$ cat config.mk
export PLATFORM = sky130hd
export DESIGN_NAME = uart_cmd_rx
export DESIGN_NICKNAME = d
export VERILOG_FILES = /design/src/rtl/uart_cmd_rx.sv
export SDC_FILE = /design/constraint.sdc
export NUM_CORES = 1
export LEC_CHECK = 0
export ABC_AREA = 1
export CORE_UTILIZATION = 52
export DETAILED_ROUTE_END_ITERATION = 10
export HOLD_SLACK_MARGIN = 0.12
export PLACE_DENSITY_LB_ADDON = 0.15
export SYNTH_ARGS = -nofsm -noshare
export SYNTH_HDL_FRONTEND = slang
export SYNTH_SLANG_ARGS = --single-unit
$ cat constraint.sdc
create_clock -name clk_25M -period 1.45 [get_ports clk_25M]
set_clock_uncertainty 0.15 [all_clocks]
set_input_delay 0.435 -clock clk_25M [delete_from_list [all_inputs] [get_ports clk_25M]]
set_output_delay 0.435 -clock clk_25M [all_outputs]
set_load 0.05 [all_outputs]
$ cat src/rtl/uart_cmd_rx.sv
// uart_cmd_rx: 8N1 UART receiver plus command-frame decoder, clk_25M domain.
// Decoded commands drive the same strobes as the keypad path:
// conf_addr/conf_data/sccb_start, take_pic and hdr_en.
// Build option: define UART_RX_CHECKSUM_EN for 5-byte frames (A5 CMD ARG1 ARG2 CHK).
// Without it, frames are 4 bytes long (A5 CMD ARG1 ARG2) and there is no checksum.
//
// Internal handshake: byte_valid_q and frame_err_q are single-cycle valid pulses
// with no ready. The parser is always able to take a byte. shift_q holds the byte
// while byte_valid_q is high, and stays stable until the next data bit is shifted.
module uart_cmd_rx #(
  parameter int CLKS_PER_BIT = 217,
  parameter int TIMEOUT_BITS = 20
) (
  input  logic       clk_25M,
  input  logic       rst_n,
  input  logic       RX,
  output logic [7:0] conf_addr,
  output logic [7:0] conf_data,
  output logic       sccb_start,
  output logic       take_pic,
  output logic       hdr_en,
  output logic       cmd_err,
  output logic       rx_led,
  output logic [1:0] dbg_bit_state,
  output logic [2:0] dbg_parse_state
);

  localparam int HALF_BIT     = CLKS_PER_BIT / 2;
  localparam int TIMEOUT_CLKS = TIMEOUT_BITS * CLKS_PER_BIT;
  localparam int CNT_W        = $clog2(CLKS_PER_BIT + 1);
  localparam int TO_W         = $clog2(TIMEOUT_CLKS + 1);

  localparam logic [CNT_W-1:0] HALF_CNT = CNT_W'(HALF_BIT);
  localparam logic [CNT_W-1:0] BIT_CNT  = CNT_W'(CLKS_PER_BIT);
  localparam logic [TO_W-1:0]  TO_LIMIT = TO_W'(TIMEOUT_CLKS);
  localparam logic [7:0]       SYNC_BYTE = 8'hA5;

  typedef enum logic [1:0] {B_IDLE, B_START, B_DATA, B_STOP} bit_state_e;
  typedef enum logic [2:0] {P_HDR, P_CMD, P_ARG1, P_ARG2, P_CHK} parse_state_e;

  // Receiver signals
  logic             rx_meta_q, rx_sync_q;
  bit_state_e       bit_state_q, bit_state_d;
  logic [CNT_W-1:0] bit_cnt_q, bit_cnt_d;
  logic [2:0]       bit_idx_q, bit_idx_d;
  logic [7:0]       shift_q, shift_d;
  logic             byte_valid_q, byte_valid_d;
  logic             frame_err_q, frame_err_d;
  logic             start_det;

  // Parser signals
  parse_state_e     p_state_q, p_state_d;
  logic [7:0]       cmd_q, cmd_d;
  logic [7:0]       arg1_q, arg1_d;
  logic [7:0]       arg2_q, arg2_d;
  logic [TO_W-1:0]  idle_cnt_q, idle_cnt_d;
  logic [7:0]       conf_addr_q, conf_addr_d;
  logic [7:0]       conf_data_q, conf_data_d;
  logic             sccb_start_q, sccb_start_d;
  logic             take_pic_q, take_pic_d;
  logic             hdr_en_q, hdr_en_d;
  logic             cmd_err_q, cmd_err_d;
  logic             rx_led_q, rx_led_d;
  logic             exec;
  logic [7:0]       exec_arg2;

  // Two-flop synchroniser for the asynchronous RX pin; idles high out of reset
  always_ff @(posedge clk_25M or negedge rst_n) begin
    if (!rst_n) begin
      rx_meta_q <= 1'b1;
      rx_sync_q <= 1'b1;
    end else begin
      rx_meta_q <= RX;
      rx_sync_q <= rx_meta_q;
    end
  end

  // Bit-level next state: the counter holds the cycle offset since the last sample point
  always_comb begin
    bit_state_d  = bit_state_q;
    bit_cnt_d    = bit_cnt_q;
    bit_idx_d    = bit_idx_q;
    shift_d      = shift_q;
    byte_valid_d = 1'b0;
    frame_err_d  = 1'b0;
    start_det    = 1'b0;
    case (bit_state_q)
      B_IDLE: begin
        if (!rx_sync_q) begin
          bit_state_d = B_START;
          bit_cnt_d   = CNT_W'(1);
          start_det   = 1'b1;
        end
      end
      B_START: begin
        if (bit_cnt_q == HALF_CNT) begin
          // A high level at mid start bit means a glitch, not a start bit
          bit_state_d = rx_sync_q ? B_IDLE : B_DATA;
          bit_cnt_d   = CNT_W'(1);
          bit_idx_d   = 3'd0;
        end else begin
          bit_cnt_d = bit_cnt_q + CNT_W'(1);
        end
      end
      B_DATA: begin
        if (bit_cnt_q == BIT_CNT) begin
          shift_d   = {rx_sync_q, shift_q[7:1]};
          bit_cnt_d = CNT_W'(1);
          if (bit_idx_q == 3'd7) bit_state_d = B_STOP;
          else                   bit_idx_d   = bit_idx_q + 3'd1;
        end else begin
          bit_cnt_d = bit_cnt_q + CNT_W'(1);
        end
      end
      B_STOP: begin
        if (bit_cnt_q == BIT_CNT) begin
          // Go back to idle at mid stop bit, so the next start edge is caught in time
          bit_state_d  = B_IDLE;
          byte_valid_d = rx_sync_q;
          frame_err_d  = !rx_sync_q;
        end else begin
          bit_cnt_d = bit_cnt_q + CNT_W'(1);
        end
      end
      default: bit_state_d = B_IDLE;
    endcase
  end

  // Bit-level FSM registers
  always_ff @(posedge clk_25M or negedge rst_n) begin
    if (!rst_n) begin
      bit_state_q  <= B_IDLE;
      bit_cnt_q    <= '0;
      bit_idx_q    <= 3'd0;
      shift_q      <= 8'h00;
      byte_valid_q <= 1'b0;
      frame_err_q  <= 1'b0;
    end else begin
      bit_state_q  <= bit_state_d;
      bit_cnt_q    <= bit_cnt_d;
      bit_idx_q    <= bit_idx_d;
      shift_q      <= shift_d;
      byte_valid_q <= byte_valid_d;
      frame_err_q  <= frame_err_d;
    end
  end

  // Frame parser next state: a framing error beats a byte, and a byte beats a timeout
  always_comb begin
    p_state_d    = p_state_q;
    cmd_d        = cmd_q;
    arg1_d       = arg1_q;
    arg2_d       = arg2_q;
    conf_addr_d  = conf_addr_q;
    conf_data_d  = conf_data_q;
    hdr_en_d     = hdr_en_q;
    sccb_start_d = 1'b0;
    take_pic_d   = 1'b0;
    cmd_err_d    = 1'b0;
    exec         = 1'b0;
    exec_arg2    = arg2_q;

    if (start_det || byte_valid_q || (p_state_q == P_HDR)) idle_cnt_d = '0;
    else if (idle_cnt_q != TO_LIMIT)                        idle_cnt_d = idle_cnt_q + TO_W'(1);
    else                                                    idle_cnt_d = idle_cnt_q;

    if (frame_err_q) begin
      p_state_d = P_HDR;
      cmd_err_d = 1'b1;
    end else if (byte_valid_q) begin
      case (p_state_q)
        P_HDR: begin
          // Line noise between frames is dropped silently
          if (shift_q == SYNC_BYTE) p_state_d = P_CMD;
        end
        P_CMD: begin
          cmd_d     = shift_q;
          p_state_d = P_ARG1;
        end
        P_ARG1: begin
          arg1_d    = shift_q;
          p_state_d = P_ARG2;
        end
        P_ARG2: begin
`ifdef UART_RX_CHECKSUM_EN
          arg2_d    = shift_q;
          p_state_d = P_CHK;
`else
          arg2_d    = shift_q;
          exec      = 1'b1;
          exec_arg2 = shift_q;
          p_state_d = P_HDR;
`endif
        end
`ifdef UART_RX_CHECKSUM_EN
        P_CHK: begin
          p_state_d = P_HDR;
          if (shift_q == (cmd_q ^ arg1_q ^ arg2_q)) exec      = 1'b1;
          else                                      cmd_err_d = 1'b1;
        end
`endif
        default: p_state_d = P_HDR;
      endcase
    end else if ((p_state_q != P_HDR) && (idle_cnt_q == TO_LIMIT)) begin
      p_state_d = P_HDR;
      cmd_err_d = 1'b1;
    end

    // The command runs only on a complete frame that passed its checks
    if (exec) begin
      case (cmd_q)
        8'h01: begin
          conf_addr_d  = arg1_q;
          conf_data_d  = exec_arg2;
          sccb_start_d = 1'b1;
        end
        8'h02:   take_pic_d = 1'b1;
        8'h03:   hdr_en_d   = arg1_q[0];
        default: cmd_err_d  = 1'b1;
      endcase
    end

    rx_led_d = (p_state_d != P_HDR);
  end

  // Parser FSM and registered command outputs
  always_ff @(posedge clk_25M or negedge rst_n) begin
    if (!rst_n) begin
      p_state_q    <= P_HDR;
      cmd_q        <= 8'h00;
      arg1_q       <= 8'h00;
      arg2_q       <= 8'h00;
      idle_cnt_q   <= '0;
      conf_addr_q  <= 8'h00;
      conf_data_q  <= 8'h00;
      sccb_start_q <= 1'b0;
      take_pic_q   <= 1'b0;
      hdr_en_q     <= 1'b0;
      cmd_err_q    <= 1'b0;
      rx_led_q     <= 1'b0;
    end else begin
      p_state_q    <= p_state_d;
      cmd_q        <= cmd_d;
      arg1_q       <= arg1_d;
      arg2_q       <= arg2_d;
      idle_cnt_q   <= idle_cnt_d;
      conf_addr_q  <= conf_addr_d;
      conf_data_q  <= conf_data_d;
      sccb_start_q <= sccb_start_d;
      take_pic_q   <= take_pic_d;
      hdr_en_q     <= hdr_en_d;
      cmd_err_q    <= cmd_err_d;
      rx_led_q     <= rx_led_d;
    end
  end

  assign conf_addr       = conf_addr_q;
  assign conf_data       = conf_data_q;
  assign sccb_start      = sccb_start_q;
  assign take_pic        = take_pic_q;
  assign hdr_en          = hdr_en_q;
  assign cmd_err         = cmd_err_q;
  assign rx_led          = rx_led_q;
  assign dbg_bit_state   = bit_state_q;
  assign dbg_parse_state = p_state_q;

endmodule
==> results of run 1 <==
metal layers:
metal | global-route usage | GRT overflow
met1 | 0.761 | 0
met2 | 0.929 | 36
met3 | 0.543 | 3
met4 | 0.830 | 30
met5 | 0.0559 | 0
kinds of logic after synthesis:
logic type / count (synthesis)
adders and majority gates: 7
xor gates and xnor gates: 2
AOI/OAI and AO/OA: 59
and+or+nand+nor: 247
DFF: 78
buffers and inverters: 62
per-stage QoR:
stage               TNS, ns  instances  hold slack [ns]
detailed placement    -6.15        645            0.156
CTS                   -6.05        701            0.211
floorplan             -1.48        455          -0.0106
global placement      -4.55        645            0.155
timing repair:
item,CTS
gates resized for setup,87
hold buffers,1
setup endpoints to repair,77
cloned,2
pin swaps,23
buffers inserted,38
endpoints found under the hold margin,76
==> reports/metrics.yaml, run 1 <==
synth_fa_ha_area_frac: 0.0232
start_util: 0.546
htree_levels: 3
lastStage: "global routing"
synth.ff_latch_count: 78
fp.dieW_um: 87.2
clockBufferDepth: 2
dpl-instance-area_sq_um: 5000
yosys.area_share.xor_xnor: 0.00464
synth-edff-count: 0
gp_congestion: 0.933
rows: 30
top_level_ports: 29
synth_compound_area_frac: 0.0912
pre_cts_slack_ns: -0.232
syn_area_per_cell_sq_um: 8.29
tool.error: "[ERROR GRT-0232] Routing congestion too high. Check the congestion heatmap in the GUI."
endpoint_type: "sequential cell input"
synth_top_family_by_area: "simple AND/OR/NAND/NOR gates"
synth_simple_gate_area_frac: 0.295
overflow: 69
yosysMostFrequentCell: "nand2_1"
yosysWarnings: 0
syn_area_sq_um: 3770
grt_max_degree: 30
yosys.area.top_type: "dfrtp_1"
synth_nets: 465
synthMuxAreaShare: 0
synth_cell_types: 34
track_usage: 0.751
numCtsBuffers: 9
cts_root_buf: "clkbuf_8"
netlist_top_cells_count: "nand2_1, dfrtp_1, inv_1"
synth-main-ff-cell: "dfrtp_1"
synth_cells: 455
synth-async-reset-ratio: 1.00
dp.final_hpwl_um: 6290
crit_endpoint: "bit_cnt_q[0]$_DFFE_PN0P_/D"
port_buffers: 28
status: "did not finish"
die_h_um: 87.2
netlist.area_leader.share: 0.504
cts_num_sinks: 78
synth.top_cells.by_area: "dfrtp_1, nand2_1, inv_1"
synth-seq-area-share: 0.518
==> run 2, diff against run 1 <==
--- a/config.mk
+++ b/config.mk
@@ -6,9 +6,8 @@
 export NUM_CORES = 1
 export LEC_CHECK = 0
 export ABC_AREA = 1
-export CORE_UTILIZATION = 52
+export CORE_UTILIZATION = 40
 export DETAILED_ROUTE_END_ITERATION = 10
-export HOLD_SLACK_MARGIN = 0.12
 export PLACE_DENSITY_LB_ADDON = 0.15
 export SYNTH_ARGS = -nofsm -noshare
 export SYNTH_HDL_FRONTEND = slang
==> constraint.sdc (replaced) <==
create_clock -name clk_25M -period 1.9 [get_ports clk_25M]
set_clock_uncertainty 0.15 [all_clocks]
set_input_delay 0.57 -clock clk_25M [delete_from_list [all_inputs] [get_ports clk_25M]]
set_output_delay 0.57 -clock clk_25M [all_outputs]
set_load 0.05 [all_outputs]
==> reports/metrics.yaml, run 2 <==
status: "finished clean"
path_max_fanout: 6
overflow: 0
synth-edff-count: 0  # unchanged
p_sw_mw: 0.690
cp_num_buf_inv: 1
layout_commonest_cell: "nand2_1"
fp.dieW_um: 99.1  # +14%
clkTransAtPathRegs_ns: 0.08
cpMaxStageDelayCell: "dfrtp_1"
synth.top_cells.by_area: "dfrtp_1, nand2_1, inv_1"
relSlewSlack: 0.679
finalHoldViolations: 0
r2r_setup_slack_ns: 0.17
hold_depth: 0
track_usage: 0.177
syn_area_per_cell_sq_um: 8.29  # unchanged
dpl-instance-area_sq_um: 4460  # -11%
netlist.area_leader.share: 0.504  # unchanged
multi_input_area_sq_um: 1560
worstMarginPinSlew_ns: 0.478
largest_reg_flops: 13
endpoint_kind: "primary output"
yosys.area.top_type: "dfrtp_1"
stdcell_count: 609
hp-class: "reg2reg"
cts_root_buf: "clkbuf_8"
drive_gt1_frac: 0.175
grt_max_degree: 38
fin_nets: 504
clockBufferDepth: 2  # unchanged
timing_worst_setup_path_type: "reg2out"
max_cap_violations: 0
cp.required_ns: 1.18
pre_cts_slack_ns: 0.150  # +0.382 ns
netlist_top_cells_count: "nand2_1, dfrtp_1, inv_1"
critPathLaunchType: "register"
dieArea_sq_um: 9820
largest_register: "idle_cnt_q"
fin_area_sq_um: 4650
insertion_delay_ns: 0.36
r2r-start: "dbg_parse_state[2]$_DFF_PN0_"
synth-main-ff-cell: "dfrtp_1"
p_int_mw: 2.15
yosysMostFrequentCell: "nand2_1"
p_leak_nw: 2.18
synth-async-reset-ratio: 1.00  # unchanged
grt_pass1_wl_um: 13700
tns_ns: 0
cp.arrival_ns: 1.06
cp_top_family: "flip-flops"
pwr-share-seq: 0.586
crit_chain: "buf_12"
cpPeakStageDelay_ns: 0.53
cts_tree: "done"
drv_slew: 0
power_density_nw_per_um2: 612
reg2reg_to: "conf_addr[4]$_DFFE_PN0P_"
antenna_found_initial: 0
syn_to_final_growth_pct: 23.2
synth_cell_types: 34  # unchanged
top_level_ports: 29  # unchanged
cts_num_sinks: 78  # unchanged
gp_congestion: 0.899  # -3.7%
final_cell_mix: "nand2_1, dfrtp_1, inv_1"
grt_pass1_vias: 2898
core_area_sq_um: 9200
drc: 0
final_util: 0.505
synth_nets: 465  # unchanged
worstHoldStart: "rx_meta_q$_DFF_PN1_"
fmax_mhz: 562
rows: 35  # +17%
yosysWarnings: 0  # unchanged
n_fill_cell: 855
synth.ff_latch_count: 78  # unchanged
setup_ws_ns: 0.122
drt_pass1_iterations: 5
drt_iter0_drc: 112
postRouteAntennaNets: 0
dr_total_vias: 2999
antenna_cells: 0
pwr-share-clk: 0.398
numCtsBuffers: 9  # unchanged
synth-seq-area-share: 0.518  # unchanged
wl_per_cell_um: 12.5
worst_r2r_path_depth: 7
layout.area.seq_sq_um: 1950
grt_setup_unrepaired: "false"
cts_setup_buffers: 0  # -100%
peakVddDrop_uv: 331
port_buffers: 28  # unchanged
die_h_um: 99.1  # +14%
syn_area_sq_um: 3770  # unchanged
swShare: 0.243
htree_levels: 3  # unchanged
min_to: "rx_sync_q$_DFF_PN1_"
vias_per_cell: 4.92
dp.final_hpwl_um: 5510  # -12%
min_period_ns: 1.78
combPwrFrac: 0.017
start_util: 0.410  # -0.136
final.period_utilization: 0.936
dp_cells: 593  # -8.1%
synth_cells: 455  # unchanged
setup_viol: 0
drt_wl_total_um: 7630
==> run 2: cell counts after synthesis <==
No cell type changed its count.
==> run 2: area by class of cell <==
| type | instances | area share |
|---|---|---|
| Inverter | 56 | 0.0452 |
| Timing Repair Buffer | 34 | 0.131 |
| Clock inverter | 6 | 0.00996 |
| Tap cell | 111 | 0.0299 |
| Multi-Input combinational cell | 315 | 0.336 |
| Clock buffer | 9 | 0.0267 |
| Sequential cell | 78 | 0.421 |
==> run 2: metrics by stage <==
stage               total power [mW]  hold WS, ns
floorplan                       1.70        0.124
global placement                1.75        0.206
detailed placement              1.75        0.203
CTS                             2.88        0.215
global route                    2.95        0.221
finish                          2.84        0.217
==> run 2: power groups by stage <==
stage                     Combinational [mW]  Sequential, mW  Clock [mW]
after detailed placement              0.0497            1.70           0
after CTS                             0.0513            1.66        1.17
after floorplan                     0.000607            1.70           0
after global placement                0.0490            1.70           0
final                                 0.0476            1.66        1.13
after global routing                  0.0560            1.66        1.23
==> run 2: worst max path at each step <==
| stage | slack, ns | start | cells after the start | endpoint |
|---|---|---|---|---|
| 2_1_floorplan | 0.16 | dbg_bit_state[0]$_DFFE_PN0P_ | 7 | register |
| 5_1_grt | 0.005 | dbg_parse_state[2]$_DFF_PN0_ | 7 | conf_addr[4]$_DFFE_PN0P_ |
| 3_3_place_gp | 0.16 | dbg_parse_state[2]$_DFF_PN0_ | 7 | conf_addr[1]$_DFFE_PN0P_ |
| 6_report | 0.12 | dbg_parse_state[1]$_DFF_PN0_ | 1 | dbg_parse_state[1] |
| 4_1_cts | 0.11 | dbg_parse_state[1]$_DFF_PN0_ | 1 | dbg_parse_state[1] |
| 3_5_place_dp | 0.15 | dbg_parse_state[2]$_DFF_PN0_ | 7 | conf_addr[1]$_DFFE_PN0P_ |
==> run 2: timing repair <==
item / in CTS / in global routing
hold endpoints to repair: 17 / 0
setup endpoints to repair: 0 / 4
resized for setup: 0 / 2
hold buffers: 1 / 0
==> run 2: routing by layer <==
layer  wire, um  global-route usage
met1       3890               0.254
met2       3300               0.263
met3        253              0.0330
met4        196              0.0769
met5          0                   0
==> run 2: cells by family (layout without fill, tap and decap cells) <==
logic type	after synthesis	count (layout)	synth area share
and+or+nand+nor	247	247	0.295
DFF	78	78	0.518
buffers and inverters	62	105	0.0683
AOI/OAI and AO/OA	59	59	0.0912
adders and majority gates	7	7	0.0232
xor gates and xnor gates	2	2	0.00464
Note: power is estimated with default switching activity, not from simulation.
==> run 3, diff against run 2 <==
--- a/config.mk
+++ b/config.mk
@@ -9,6 +9,7 @@
 export CORE_UTILIZATION = 40
 export DETAILED_ROUTE_END_ITERATION = 10
 export PLACE_DENSITY_LB_ADDON = 0.15
+export SLEW_MARGIN = 20
 export SYNTH_ARGS = -nofsm -noshare
 export SYNTH_HDL_FRONTEND = slang
 export SYNTH_SLANG_ARGS = --single-unit
==> results of run 3 <==
Same layout as run 2: the final DEF is identical, and so are final timing and power.
